[config.mk]
export PLATFORM = sky130hd
export DESIGN_NAME = uart_tx_arbiter
export DESIGN_NICKNAME = d
export VERILOG_FILES = /design/src/rtl/uart_tx_arbiter.sv
export SDC_FILE = /design/constraint.sdc
export NUM_CORES = 1
export LEC_CHECK = 0
export ABC_CLOCK_PERIOD_IN_PS = 3300
export CORE_MARGIN = 10
export CORE_UTILIZATION = 36
export DETAILED_ROUTE_END_ITERATION = 8
export PLACE_DENSITY = 0.65
export SLEW_MARGIN = 25
export SYNTH_ARGS = -nofsm -noshare
export SYNTH_HDL_FRONTEND = slang
export SYNTH_SLANG_ARGS = --single-unit
[constraint.sdc]
create_clock -name clk -period 3.3 [get_ports clk]
set_input_delay 0.495 -clock clk [delete_from_list [all_inputs] [get_ports clk]]
set_output_delay 0.495 -clock clk [all_outputs]
set_load 0.01 [all_outputs]
[src/rtl/uart_tx_arbiter.sv]
// Round-robin arbiter sharing one UART transmitter among byte producers.
// Bursts are bounded per grant; a silent transmitter is abandoned after a timeout.
module uart_tx_arbiter #(
  parameter int NUM_REQ     = 4,
  parameter int MAX_BURST   = 4,
  parameter int ACK_TIMEOUT = 32
) (
  input  logic                 clk,
  input  logic                 reset,
  input  logic [NUM_REQ-1:0]   req_valid,
  input  logic [8*NUM_REQ-1:0] req_data,
  output logic [NUM_REQ-1:0]   req_ready,
  output logic [NUM_REQ-1:0]   grant,
  output logic                 tx_start,
  output logic [7:0]           tx_data,
  input  logic                 tx_busy,
  output logic                 ack_timeout
);

  localparam int IW = (NUM_REQ > 1) ? $clog2(NUM_REQ) : 1;
  localparam int BW = $clog2(MAX_BURST + 1);
  localparam int TW = (ACK_TIMEOUT > 1) ? $clog2(ACK_TIMEOUT) : 1;

  localparam logic [IW-1:0] LAST = IW'(NUM_REQ - 1);
  localparam logic [BW-1:0] BMAX = BW'(MAX_BURST - 1);
  localparam logic [TW-1:0] TMAX = TW'(ACK_TIMEOUT - 1);
  localparam logic [NUM_REQ-1:0] ONE = NUM_REQ'(1);

  typedef enum logic [1:0] {
    IDLE,
    SEND,
    WAIT_ACK,
    WAIT_DONE
  } state_t;

  state_t        state;
  logic [IW-1:0] rr_ptr;
  logic [IW-1:0] owner;
  logic [IW-1:0] win_idx;
  logic [IW-1:0] next_ptr;
  logic          win_found;
  logic [BW-1:0] burst_cnt;
  logic [TW-1:0] to_cnt;
  logic [7:0]    owner_data;
  int            cand;

  // First valid requester at or after rr_ptr, wrapping modulo NUM_REQ
  always_comb begin
    win_found = 1'b0;
    win_idx   = '0;
    cand      = 0;
    for (int k = 0; k < NUM_REQ; k++) begin
      cand = int'(rr_ptr) + k;
      if (cand >= NUM_REQ) cand = cand - NUM_REQ;
      if (!win_found && req_valid[IW'(cand)]) begin
        win_found = 1'b1;
        win_idx   = IW'(cand);
      end
    end
  end

  assign owner_data = req_data[{owner, 3'b000} +: 8];
  assign next_ptr   = (owner == LAST) ? '0 : owner + 1'b1;
  assign req_ready  = (state == SEND) ? grant : '0;

  always_ff @(posedge clk or posedge reset) begin
    if (reset) begin
      state       <= IDLE;
      grant       <= '0;
      owner       <= '0;
      rr_ptr      <= '0;
      burst_cnt   <= '0;
      to_cnt      <= '0;
      tx_start    <= 1'b0;
      tx_data     <= 8'h00;
      ack_timeout <= 1'b0;
    end else begin
      tx_start    <= 1'b0;
      ack_timeout <= 1'b0;
      unique case (state)
        IDLE: begin
          if (win_found && !tx_busy) begin
            owner     <= win_idx;
            grant     <= ONE << win_idx;
            burst_cnt <= '0;
            state     <= SEND;
          end
        end
        SEND: begin
          tx_data  <= owner_data;
          tx_start <= 1'b1;
          to_cnt   <= '0;
          state    <= WAIT_ACK;
        end
        WAIT_ACK: begin
          if (tx_busy) begin
            state <= WAIT_DONE;
          end else if (to_cnt == TMAX) begin
            // The accepted byte is dropped; the owner loses its turn
            ack_timeout <= 1'b1;
            rr_ptr      <= next_ptr;
            grant       <= '0;
            state       <= IDLE;
          end else begin
            to_cnt <= to_cnt + 1'b1;
          end
        end
        WAIT_DONE: begin
          if (!tx_busy) begin
            if (req_valid[owner] && burst_cnt < BMAX) begin
              burst_cnt <= burst_cnt + 1'b1;
              state     <= SEND;
            end else begin
              rr_ptr <= next_ptr;
              grant  <= '0;
              state  <= IDLE;
            end
          end
        end
        default: state <= IDLE;
      endcase
    end
  end

endmodule
==> summary.txt, run 1 <==
STA
  – Final Hold Fails: 0
  – Tcrit/Tclk final: 79.2%
  – Unrepaired setup endpoints after global routing: no
  – Max_slew headroom: 56.7%
  – TNS Setup: 0 ps
  – Post-route minimum period: 2610 ps
  – Achievable Freq: 383 MHz
  – # setup viols final: 0
  – Clk_skew: 2.73 ps
  – Tightest Pin Transition: 650 ps
  – Slew Limit Fails: 0
  – Setup slack after layout: 686 ps

Synthesis
  – Mapped Area: 1620 µm²
  – Mean area per synthesized cell: 11.5 µm²
  – Synth Net Count: 183
  – Count of flip-flops with a built-in enable after synthesis: 0
  – Synth area leader: dfrtp_1
  – FFs w/ async S/R, synth: 100%
  – Cells after synthesis: 140
  – Xor/xnor share of the synthesized area: 0%
  – Seq/Total Area, Yosys: 43.3%
  – Total number of yosys warnings: 0
  – Multiplexer share of the synthesized area: 21.8%
  – Synth area leaders: dfrtp_1 (43%), mux4_2 (9.8%), mux2_2 (5.6%)
  – Synth Area in Adders: 3.10%
  – Compound-cell area share of the yosys netlist: 13.7%
  – Post-synth top area share: 43.3%
  – Yosys reg bits: 28
  – Synth Area in Simple Gates: 14.8%
  – Largest family of logic cells by synthesized area: multiplexers
  – Synth cell types: 38
  – Synth cell count leaders: dfrtp_1 (28), nand2_1 (13), nor2_1 (9)
  – Synth Flop Type: dfrtp_1
  – Most frequently used cell type in the post-synthesis netlist: dfrtp_1

Cells and area
  – Final nets: 239
  – Diodes inserted: 0
  – Layout cells sized above 1: 13.3%
  – Post-route cell area: 2290 µm²
  – Layout area overhead: 41.5%

Floorplan
  – Io pins: 57
  – Die span in y: 87.0 µm
  – Die width: 87.0 µm
  – Core Area: 4350 µm²
  – Initial core utilization: 37.1%
  – Die area: 7570 µm²
  – Rows: 24

Global routing
  – First-pass GRT wire length: 7.29 mm
  – Initial antenna violation count: 0
  – Total GRT Usage: 12.1%
  – Largest net degree at the start of global routing: 29
  – Vias in the first global route: 1434
  – Total global routing overflow: 0

Setup path
  – CP max FO: 16
  – CP Launch Type: flip-flop
  – Slowest stage cell, crit path: dfrtp_1
  – Slowest Stage Delay on Critical Path: 630 ps
  – Data required, critical path: 2800 ps
  – CP Cell Sequence: inv_1 > nor2_1 > buf_4 > and2_1 > clkdlybuf4s50_1
  – Crit. End Element: output pin
  – Critical path's top delay family: buffers and inverters
  – Worst path bufs/invs: 3
  – Critical path class: reg2out
  – WP data arrival: 2120 ps
  – Setup slack, reg-to-reg: 940 ps

Clocking
  – Clock Path Buffers: 2
  – CTS tree: yes
  – Post-CTS resize count: 0
  – H-tree Lvls: 1
  – TritonCTS buffer count: 3
  – CTS Root Cell: clkbuf_8
  – Count of hold-fix buffers inserted at cts: 0
  – Post-CTS setup buffers: 0
  – Reg clk slew, reported paths: 100 ps
  – Clk sinks: 28
  – Worst skew pair latency: 280 ps

Placed design
  – Final Wtd Congestion: 0.784
  – Placed Area: 2220 µm²
  – Hpwl dp: 3.64 mm
  – Place WS: 696 ps
  – Port buffer count: 56

Routing
  – Highest metal used: met4
  – TritonRoute pass-1 iters: 4
  – DRC errors left: 0
  – First DRT Iteration DRCs: 42
  – Met2 routed wirelength: 2.70 mm
  – DR WL met3: 176 µm
  – DRT Wirelength: 4.59 mm
  – Average wire per standard cell: 18.6 µm
  – Vias per cell: 5.52
  – Post-route ant nets: 0
  – Via Count: 1363
  – Wl on met1: 1.68 mm

Outcome
  – Status: finished, final reports clean

Pwr
  – Switching Fraction: 35.8%
  – Flop pwr share: 36.9%
  – Leakage power: 0.951 nW
  – Clk network pwr share: 15.7%
  – Worst IR drop on VDD: 0.346 mV
  – Net Sw Power: 0.000624 W
  – Gate power share: 47.4%
  – Internal cell power: 0.00112 W
  – Pwr/cell area: 762 nW/µm²

Worst hold path
  – Worst min path class: reg2reg

Run
  – MaxCap Viol Count: 0
through the flow:
step	std cells	power [W]	hold WS, ps	utilization (%)
6_report	247	0.00174	515	52.5
5_1_grt	247	0.00187	530	52.5
4_1_cts	247	0.00176	519	52.5
3_5_place_dp	243	0.00149	496	50.9
3_3_place_gp	243	0.00145	485	50.9
2_1_floorplan	140	0.00114	467	-
state kept, by name, summed over array words and instances, names as in the netlist:
name	cells
ack_timeout	1
tx_data	8
rr_ptr	2
burst_cnt	3
tx_start	1
grant	4
state	2
to_cnt	5
owner	2
path summary, 6_finish.rpt:
| path | start | end | cells after the start |
|---|---|---|---|
| worst min-delay path | tx_data[3]$_DFFE_PP0P_ | tx_data[3]$_DFFE_PP0P_ | 1 |
| worst min register to register | tx_data[3]$_DFFE_PP0P_ | tx_data[3]$_DFFE_PP0P_ | 1 |
| min in group asynchronous | reset | tx_data[2]$_DFFE_PP0P_ | 2 |
| worst max-delay path | state[0]$_DFFE_PP0P_ | req_ready[2] | 5 |
| max in group asynchronous | reset | tx_data[5]$_DFFE_PP0P_ | 2 |
| worst max register to register | owner[1]$_DFFE_PP0P_ | grant[3]$_DFFE_PP0P_ | 4 |
layout make-up:
type                            instances  area [µm²]
Clock inverter                          1        30.0
Tap cell                               52        65.1
Multi-Input combinational cell        102         863
Timing Repair Buffer                   58         576
Inverter                                3        11.3
Fill cell                             384        2070
Sequential cell                        28         701
Clock buffer                            3        41.3
layout by cell type, fill, tap and decap left out, drive strengths merged, types with 2 or more instances in the layout:
cell,instances
or4,2
and3,2
inv,3
a22o,4
o31ai,4
a21oi,6
a32o,2
mux2i,3
mux4,9
nor2,9
mux2,10
and2,4
buf,2
o21ai,5
o21a,2
clkdlybuf4s50,56
or3,2
o41ai,4
clkbuf,3
dfrtp,28
nand2,13
nand3,4
ha,4
power groups by stage:
stage	clock, W	sequential, W	combinational [W]
floorplan	0	0.000602	0.000541
global route	0.000294	0.000668	0.000907
finish	0.000273	0.000643	0.000827
detailed placement	0	0.000649	0.000836
CTS	0.000280	0.000643	0.000841
global placement	0	0.000640	0.000807
kinds of logic after synthesis:
group | after synthesis
and+or+nand+nor | 45
AOI/OAI and AO/OA | 31
DFF | 28
muxes | 22
buffers and inverters | 10
adders and majority gates | 4
worst reg2reg max path, stage by stage, from the launching register on:
cell     delay (ps)
dfrtp_1         670
mux4_2          560
and4_4          230
or3_4           420
o41ai_1         370
routing by layer:
metal	track usage [%]	vias up
met5	0	-
met4	1.77	0
met3	3.65	4
met2	23.7	20
met1	12.5	694
li1	-	645
No activity file was read; power rests on OpenSTA's default activity.
==> inputs of run 2 (changes only) <==
Settings changed: ABC_CLOCK_PERIOD_IN_PS 3300 to 2200, PLACE_DENSITY 0.65 to 0.68.
Clock period 3.3 ns to 2.2 ns, I/O delays scaled along.
==> run 2 against run 1 <==
Critical path depth increased by 2. Setup slack got worse by 560 ps. Wire length decreased by 3.9%. Highest routed layer unchanged.
==> summary.txt, run 2 (synthesis gave the netlist of run 1 again) <==
Setup path
  – WP data arrival: 2240 ps (was 2120 ps)
  – Slowest Stage Delay on Critical Path: 400 ps (was 630 ps)
  – Crit. End Element: flip-flop (was output pin)
  – Critical path class: reg2reg (was reg2out)
  – CP max FO: 6 (was 16)
  – CP Cell Sequence: ha_1 > and3_1 > ha_2 > nor2_1 > o21a_1 > or3_4 > o41ai_1 (was inv_1 > nor2_1 > buf_4 > and2_1 > clkdlybuf4s50_1)
  – CP Launch Type: flip-flop (unchanged)
  – Slowest stage cell, crit path: or3_4 (was dfrtp_1)
  – Data required, critical path: 2360 ps (was 2800 ps)
  – Critical path's top delay family: simple AND/OR/NAND/NOR gates (was buffers and inverters)
  – Worst path bufs/invs: 0 (was 3)

Run
  – MaxCap Viol Count: 0 (unchanged)

Pwr
  – Leakage power: 1.02 nW (was 0.951 nW)
  – Pwr/cell area: 1100 nW/µm² (was 762 nW/µm²)
  – Flop pwr share: 32.3% (was 36.9%)
  – Worst IR drop on VDD: 0.508 mV (was 0.346 mV)
  – Clk network pwr share: 10.6% (was 15.7%)
  – Switching Fraction: 36.2% (was 35.8%)
  – Net Sw Power: 0.000947 W (was 0.000624 W)
  – Gate power share: 57.1% (was 47.4%)
  – Internal cell power: 0.00167 W (was 0.00112 W)

Routing
  – DRC errors left: 0 (unchanged)
  – Post-route ant nets: 0 (unchanged)
  – Vias per cell: 5.38 (was 5.52)
  – Via Count: 1405 (was 1363)
  – TritonRoute pass-1 iters: 4 (unchanged)
  – DRT Wirelength: 4.41 mm (was 4.59 mm)
  – Average wire per standard cell: 16.9 µm (was 18.6 µm)
  – First DRT Iteration DRCs: 43 (was 42)

STA
  – TNS Setup: 0 ps (unchanged)
  – Tightest Pin Transition: 348 ps (was 650 ps)
  – Achievable Freq: 481 MHz
  – Final Hold Fails: 0 (unchanged)
  – Post-route minimum period: 2080 ps
  – Slew Limit Fails: 0 (unchanged)
  – # setup viols final: 0 (unchanged)
  – Tcrit/Tclk final: 94.4%
  – Setup slack after layout: 122 ps (was 686 ps)
  – Unrepaired setup endpoints after global routing: yes (was no)
  – Clk_skew: 2.23 ps (was 2.73 ps)
  – Max_slew headroom: 76.8% (was 56.7%)
  – Hold WS: 411 ps (was 515 ps)

Global routing
  – Total global routing overflow: 0 (unchanged)
  – Vias in the first global route: 1469 (was 1434)
  – First-pass GRT wire length: 7.38 mm (was 7.29 mm)
  – Initial antenna violation count: 0 (unchanged)
  – Total GRT Usage: 12.1% (about the same)
  – Largest net degree at the start of global routing: 29 (unchanged)

Clocking
  – Worst skew pair latency: 270 ps (was 280 ps)
  – TritonCTS buffer count: 3 (unchanged)
  – H-tree Lvls: 1 (unchanged)
  – Clock Path Buffers: 2 (unchanged)
  – Reg clk slew, reported paths: 90 ps (was 100 ps)
  – CTS Root Cell: clkbuf_8 (unchanged)
  – Clk sinks: 28 (unchanged)
  – CTS tree: yes (unchanged)

Cells and area
  – Final nets: 254 (was 239)
  – Max FFs per register: 8 (unchanged)
  – Fillcell total: 370 (was 384)
  – Diodes inserted: 0 (unchanged)
  – Post-route cell area: 2390 µm² (was 2290 µm²)
  – Layout area overhead: 47.7% (was 41.5%)
  – Most frequent cells in the layout: clkdlybuf4s50_1 (56), dfrtp_1 (28), buf_4 (17) (was clkdlybuf4s50_1 (56), dfrtp_1 (28), nand2_1 (13))
  – Final cell count without fillers: 261 (was 247)
  – Largest register by flop count: tx_data (unchanged)
  – Commonest non-fill, non-tap cell in the layout: clkdlybuf4s50_1 (unchanged)
  – Layout cells sized above 1: 20.1% (was 13.3%)
  – Top Registers: tx_data (8), to_cnt (5), grant (4) (unchanged)

Placed design
  – Placed Area: 2320 µm² (was 2220 µm²)
  – Hpwl dp: 3.65 mm (was 3.64 mm)
  – Port buffer count: 56 (unchanged)
  – Cells after DPL: 257 (was 243)
  – Place WS: -139 ps (was 696 ps)
  – Final Wtd Congestion: 0.764 (was 0.784)

Worst hold path
  – Worst min path class: in2async (was reg2reg)

Outcome
  – Status: finished, final reports clean (unchanged)

Floorplan
  – Initial core utilization: 37.1% (unchanged)
  – Core Area: 4350 µm² (unchanged)
  – Die width: 87.0 µm (unchanged)
  – Io pins: 57 (unchanged)
  – Die area: 7570 µm² (unchanged)
  – Die span in y: 87.0 µm (unchanged)
  – Rows: 24 (unchanged)
## run 2: worst paths after layout
| kind | from | end | slack [ps] | cells after the start |
|---|---|---|---|---|
| worst max register to register | to_cnt[1]$_DFFE_PP0P_ | grant[2]$_DFFE_PP0P_ | 120 | 7 |
| worst min-delay path | reset | tx_data[7]$_DFFE_PP0P_ | 410 | 3 |
| worst min register to register | tx_data[6]$_DFFE_PP0P_ | tx_data[6]$_DFFE_PP0P_ | 520 | 1 |
| min in group clk | tx_data[6]$_DFFE_PP0P_ | tx_data[6]$_DFFE_PP0P_ | 520 | 1 |
| max in group asynchronous | reset | rr_ptr[1]$_DFFE_PP0P_ | 1530 | 3 |
| worst max-delay path | to_cnt[1]$_DFFE_PP0P_ | grant[2]$_DFFE_PP0P_ | 120 | 7 |
## run 2: cell type report
| cell class | instances | area (µm²) | area share (%) |
|---|---|---|---|
| well taps | 52 | 65.1 | 2.73 |
| flip-flops and latches | 28 | 701 | 29.4 |
| multi-input cells | 102 | 881 | 36.9 |
| clock buffers | 3 | 41.3 | 1.73 |
| inverters | 3 | 11.3 | 0.472 |
| repair buffers | 73 | 688 | 28.8 |
## run 2: per-layer routing
metal / vias up / track usage (%) / share of wire (%)
met5: - / 0 / 0
met4: 0 / 0.884 / 0.32
met3: 2 / 2.81 / 3.9
met2: 28 / 23.7 / 58
met1: 701 / 13.1 / 38
li1: 674 / - / -
## run 2: power by group through the flow
stage               Clock (W)  Sequential (W)  Combinational, W
CTS                  0.000280        0.000852           0.00148
global placement            0        0.000845           0.00143
finish               0.000277        0.000845           0.00150
detailed placement          0        0.000861           0.00147
floorplan                   0        0.000903          0.000812
global route         0.000304        0.000872           0.00164
## run 2: repair_timing
item,4_1_cts,5_1_grt
setup buffers,0,1
gates resized for setup,1,2
endpoints found under the setup margin,1,4
hold buffers,0,0
## run 2: worst min-delay path: stages
cell and delay, ps:
clkdlybuf4s50_1 390, inv_1 50, buf_4 320
## run 2: metrics by stage
stage               util [%]  total power [W]
floorplan                  -          0.00171
global placement        53.3          0.00227
detailed placement      53.3          0.00233
CTS                     54.3          0.00261
global route            54.8          0.00281
finish                  54.8          0.00262
==> inputs of run 3 (changes only) <==
Settings changed: DONT_BUFFER_PORTS set to 1, PLACE_DENSITY 0.68 to 0.51, SLEW_MARGIN 25 to 20.
==> run 3 against run 2 <==
Non-clock buffer count shrank 61. Wire length shrank 6.4%. Clock skew grew 11 ps. Die area is the same. Clock power grew 49%. Sequential power grew 18%. Combinational power shrank 32%. Critical endpoint is now grant[0]$_DFFE_PP0P_.
==> summary.txt, run 3 (synthesis gave the netlist of run 1 again) <==
Cells and area
  – Layout cells sized above 1: 25.5% (was 20.1%)
  – Top Registers: tx_data (8), to_cnt (5), grant (4) (unchanged)
  – Most frequent cells in the layout: dfrtp_1 (28), nand2_1 (13), buf_4 (11) (was clkdlybuf4s50_1 (56), dfrtp_1 (28), buf_4 (17))
  – Final nets: 193 (was 254)
  – Layout area overhead: 13.8% (was 47.7%)
  – Largest register by flop count: tx_data (unchanged)
  – Post-route cell area: 1840 µm² (was 2390 µm²)
  – Max FFs per register: 8 (unchanged)
  – Diodes inserted: 0 (unchanged)
  – Commonest non-fill, non-tap cell in the layout: dfrtp_1 (was clkdlybuf4s50_1)

STA
  – Achievable Freq: 480 MHz (was 481 MHz)
  – Clk_skew: 13.0 ps (was 2.23 ps)
  – Max_slew headroom: 51.8% (was 76.8%)
  – Slew Limit Fails: 0 (unchanged)
  – Tightest Pin Transition: 723 ps (was 348 ps)
  – # setup viols final: 0 (unchanged)
  – Unrepaired setup endpoints after global routing: no (was yes)
  – TNS Setup: 0 ps (unchanged)
  – Tcrit/Tclk final: 94.7% (was 94.4%)
  – Final Hold Fails: 0 (unchanged)
  – Post-route minimum period: 2080 ps (about the same)

Global routing
  – GR peak layer: met2 (unchanged)
  – Met2 Use GR: 18.3% (was 23.7%)
  – Initial antenna violation count: 0 (unchanged)
  – Total GRT Usage: 10.7% (was 12.1%)
  – Met1 Track Usage GR: 12.5% (was 13.1%)
  – Largest net degree at the start of global routing: 23 (was 29)
  – Vias in the first global route: 1253 (was 1469)
  – M3 GR Usage: 3.93% (was 2.81%)
  – Total global routing overflow: 0 (unchanged)
  – First-pass GRT wire length: 6.51 mm (was 7.38 mm)

Floorplan
  – Io pins: 57 (unchanged)
  – Die span in y: 87.0 µm (unchanged)
  – Rows: 24 (unchanged)
  – Initial core utilization: 37.1% (unchanged)
  – Core Area: 4350 µm² (unchanged)
  – Die width: 87.0 µm (unchanged)
  – Die area: 7570 µm² (unchanged)

Clocking
  – Worst skew pair latency: 280 ps (was 270 ps)
  – CTS Root Cell: clkbuf_8 (unchanged)
  – TritonCTS buffer count: 3 (unchanged)
  – H-tree Lvls: 1 (unchanged)
  – CTS tree: yes (unchanged)
  – Clk sinks: 28 (unchanged)
  – Reg clk slew, reported paths: 110 ps (was 90 ps)
  – Clock Path Buffers: 2 (unchanged)

Routing
  – Average wire per standard cell: 20.5 µm (was 16.9 µm)
  – DRT Wirelength: 4.12 mm (was 4.41 mm)
  – Post-route ant nets: 0 (unchanged)
  – TritonRoute pass-1 iters: 4 (unchanged)
  – Vias per cell: 5.95 (was 5.38)
  – Via Count: 1195 (was 1405)
  – First DRT Iteration DRCs: 30 (was 43)
  – DRC errors left: 0 (unchanged)

Setup path
  – WP data arrival: 2250 ps (was 2240 ps)
  – CP max FO: 6 (unchanged)
  – Reg2Reg Depth: 7 (unchanged)
  – Critical path class: reg2reg (unchanged)
  – Reg-to-Reg End: grant[0]$_DFFE_PP0P_ (was grant[2]$_DFFE_PP0P_)
  – Crit. End Element: flip-flop (unchanged)
  – RR Startpoint: to_cnt[0]$_DFFE_PP0P_ (was to_cnt[1]$_DFFE_PP0P_)
  – Slowest stage cell, crit path: dfrtp_1 (was or3_4)
  – CP endpoint: grant[0]$_DFFE_PP0P_ (was grant[2]$_DFFE_PP0P_)
  – CP Launch Type: flip-flop (unchanged)
  – Critical path startpoint: to_cnt[0]$_DFFE_PP0P_ (was to_cnt[1]$_DFFE_PP0P_)
  – Slowest Stage Delay on Critical Path: 410 ps (was 400 ps)
  – CP Cell Sequence: ha_1 > and3_1 > ha_4 > nor2_1 > o21a_1 > or3_4 > o41ai_1 (was ha_1 > and3_1 > ha_2 > nor2_1 > o21a_1 > or3_4 > o41ai_1)
  – Data required, critical path: 2370 ps (was 2360 ps)
  – Setup slack, reg-to-reg: 120 ps (about the same)

Run
  – MaxCap Viol Count: 0 (unchanged)

Placed design
  – Placed Area: 1690 µm² (was 2320 µm²)
  – Hpwl dp: 3.23 mm (was 3.65 mm)
  – Final Wtd Congestion: 0.761 (was 0.764)
  – Port buffer count: 0 (was 56)

Outcome
  – Status: finished, final reports clean (unchanged)

Worst hold path
  – Worst min path class: in2reg (was in2async)

Pwr
  – Worst IR drop on VDD: 0.668 mV (was 0.508 mV)
  – Leakage power: 0.801 nW (was 1.02 nW)
  – Pwr/cell area: 1320 nW/µm² (was 1100 nW/µm²)
==> run 3: layer usage <==
layer / wire length, µm / vias to the layer above
met3: 279 / 2
met4: 20 / 0
met5: 0 / -
met2: 2220 / 27
met1: 1600 / 611
li1: - / 555
==> run 3: repair_timing <==
item	4_1_cts	5_1_grt
hold buffers	1	0
resized for setup	0	5
endpoints found under the setup margin	0	6
hold endpoints to repair	10	0
setup buffers	0	4
==> run 3: area by class of cell <==
cell class	instances	area, µm²
timing repair buffer	12	92.6
clock inverter	1	30.0
sequential	28	701
tap	52	65.1
clock buffer	3	41.3
inverter	3	11.3
fill	413	2510
multi-input combinational	102	898
==> run 3: power by group <==
part           total [W]  internal (W)  switching (W)
Clock           0.000414      0.000244       0.000170
Combinational    0.00102      0.000558       0.000461
Sequential       0.00100      0.000712       0.000289
==> run 3: per-stage QoR <==
| step | hold WS [ps] | instances | total power (W) | worst slack (ps) | util (%) |
|---|---|---|---|---|---|
| final | 185 | 201 | 0.00243 | 118 | 42.2 |
| after global routing | 172 | 201 | 0.00260 | 18.7 | 42.2 |
| after CTS | 176 | 197 | 0.00240 | 26.4 | 40.7 |
| after detailed placement | 249 | 192 | 0.00198 | 94.3 | 38.9 |
| after global placement | 231 | 192 | 0.00192 | 146 | 38.9 |
| after floorplan | 395 | 140 | 0.00171 | 129 | - |
==> run 3: worst min-delay path by stage <==
stage | startpoint | end | slack [ps] | cells after the start
2_1_floorplan | reset | ack_timeout$_DFF_PP0_ | 400 | 1
3_3_place_gp | reset | tx_data[7]$_DFFE_PP0P_ | 230 | 1
3_5_place_dp | reset | tx_data[7]$_DFFE_PP0P_ | 250 | 1
4_1_cts | tx_busy | state[0]$_DFFE_PP0P_ | 180 | 1
5_1_grt | tx_busy | state[0]$_DFFE_PP0P_ | 170 | 1
6_report | tx_busy | state[0]$_DFFE_PP0P_ | 190 | 1
==> run 3: critical path, delay by kind of cell, from the launching register on <==
kind,cells,cell delay [ps]
simple gates,3,660
compound gates,2,530
flops,1,410
fa+ha+maj,2,370
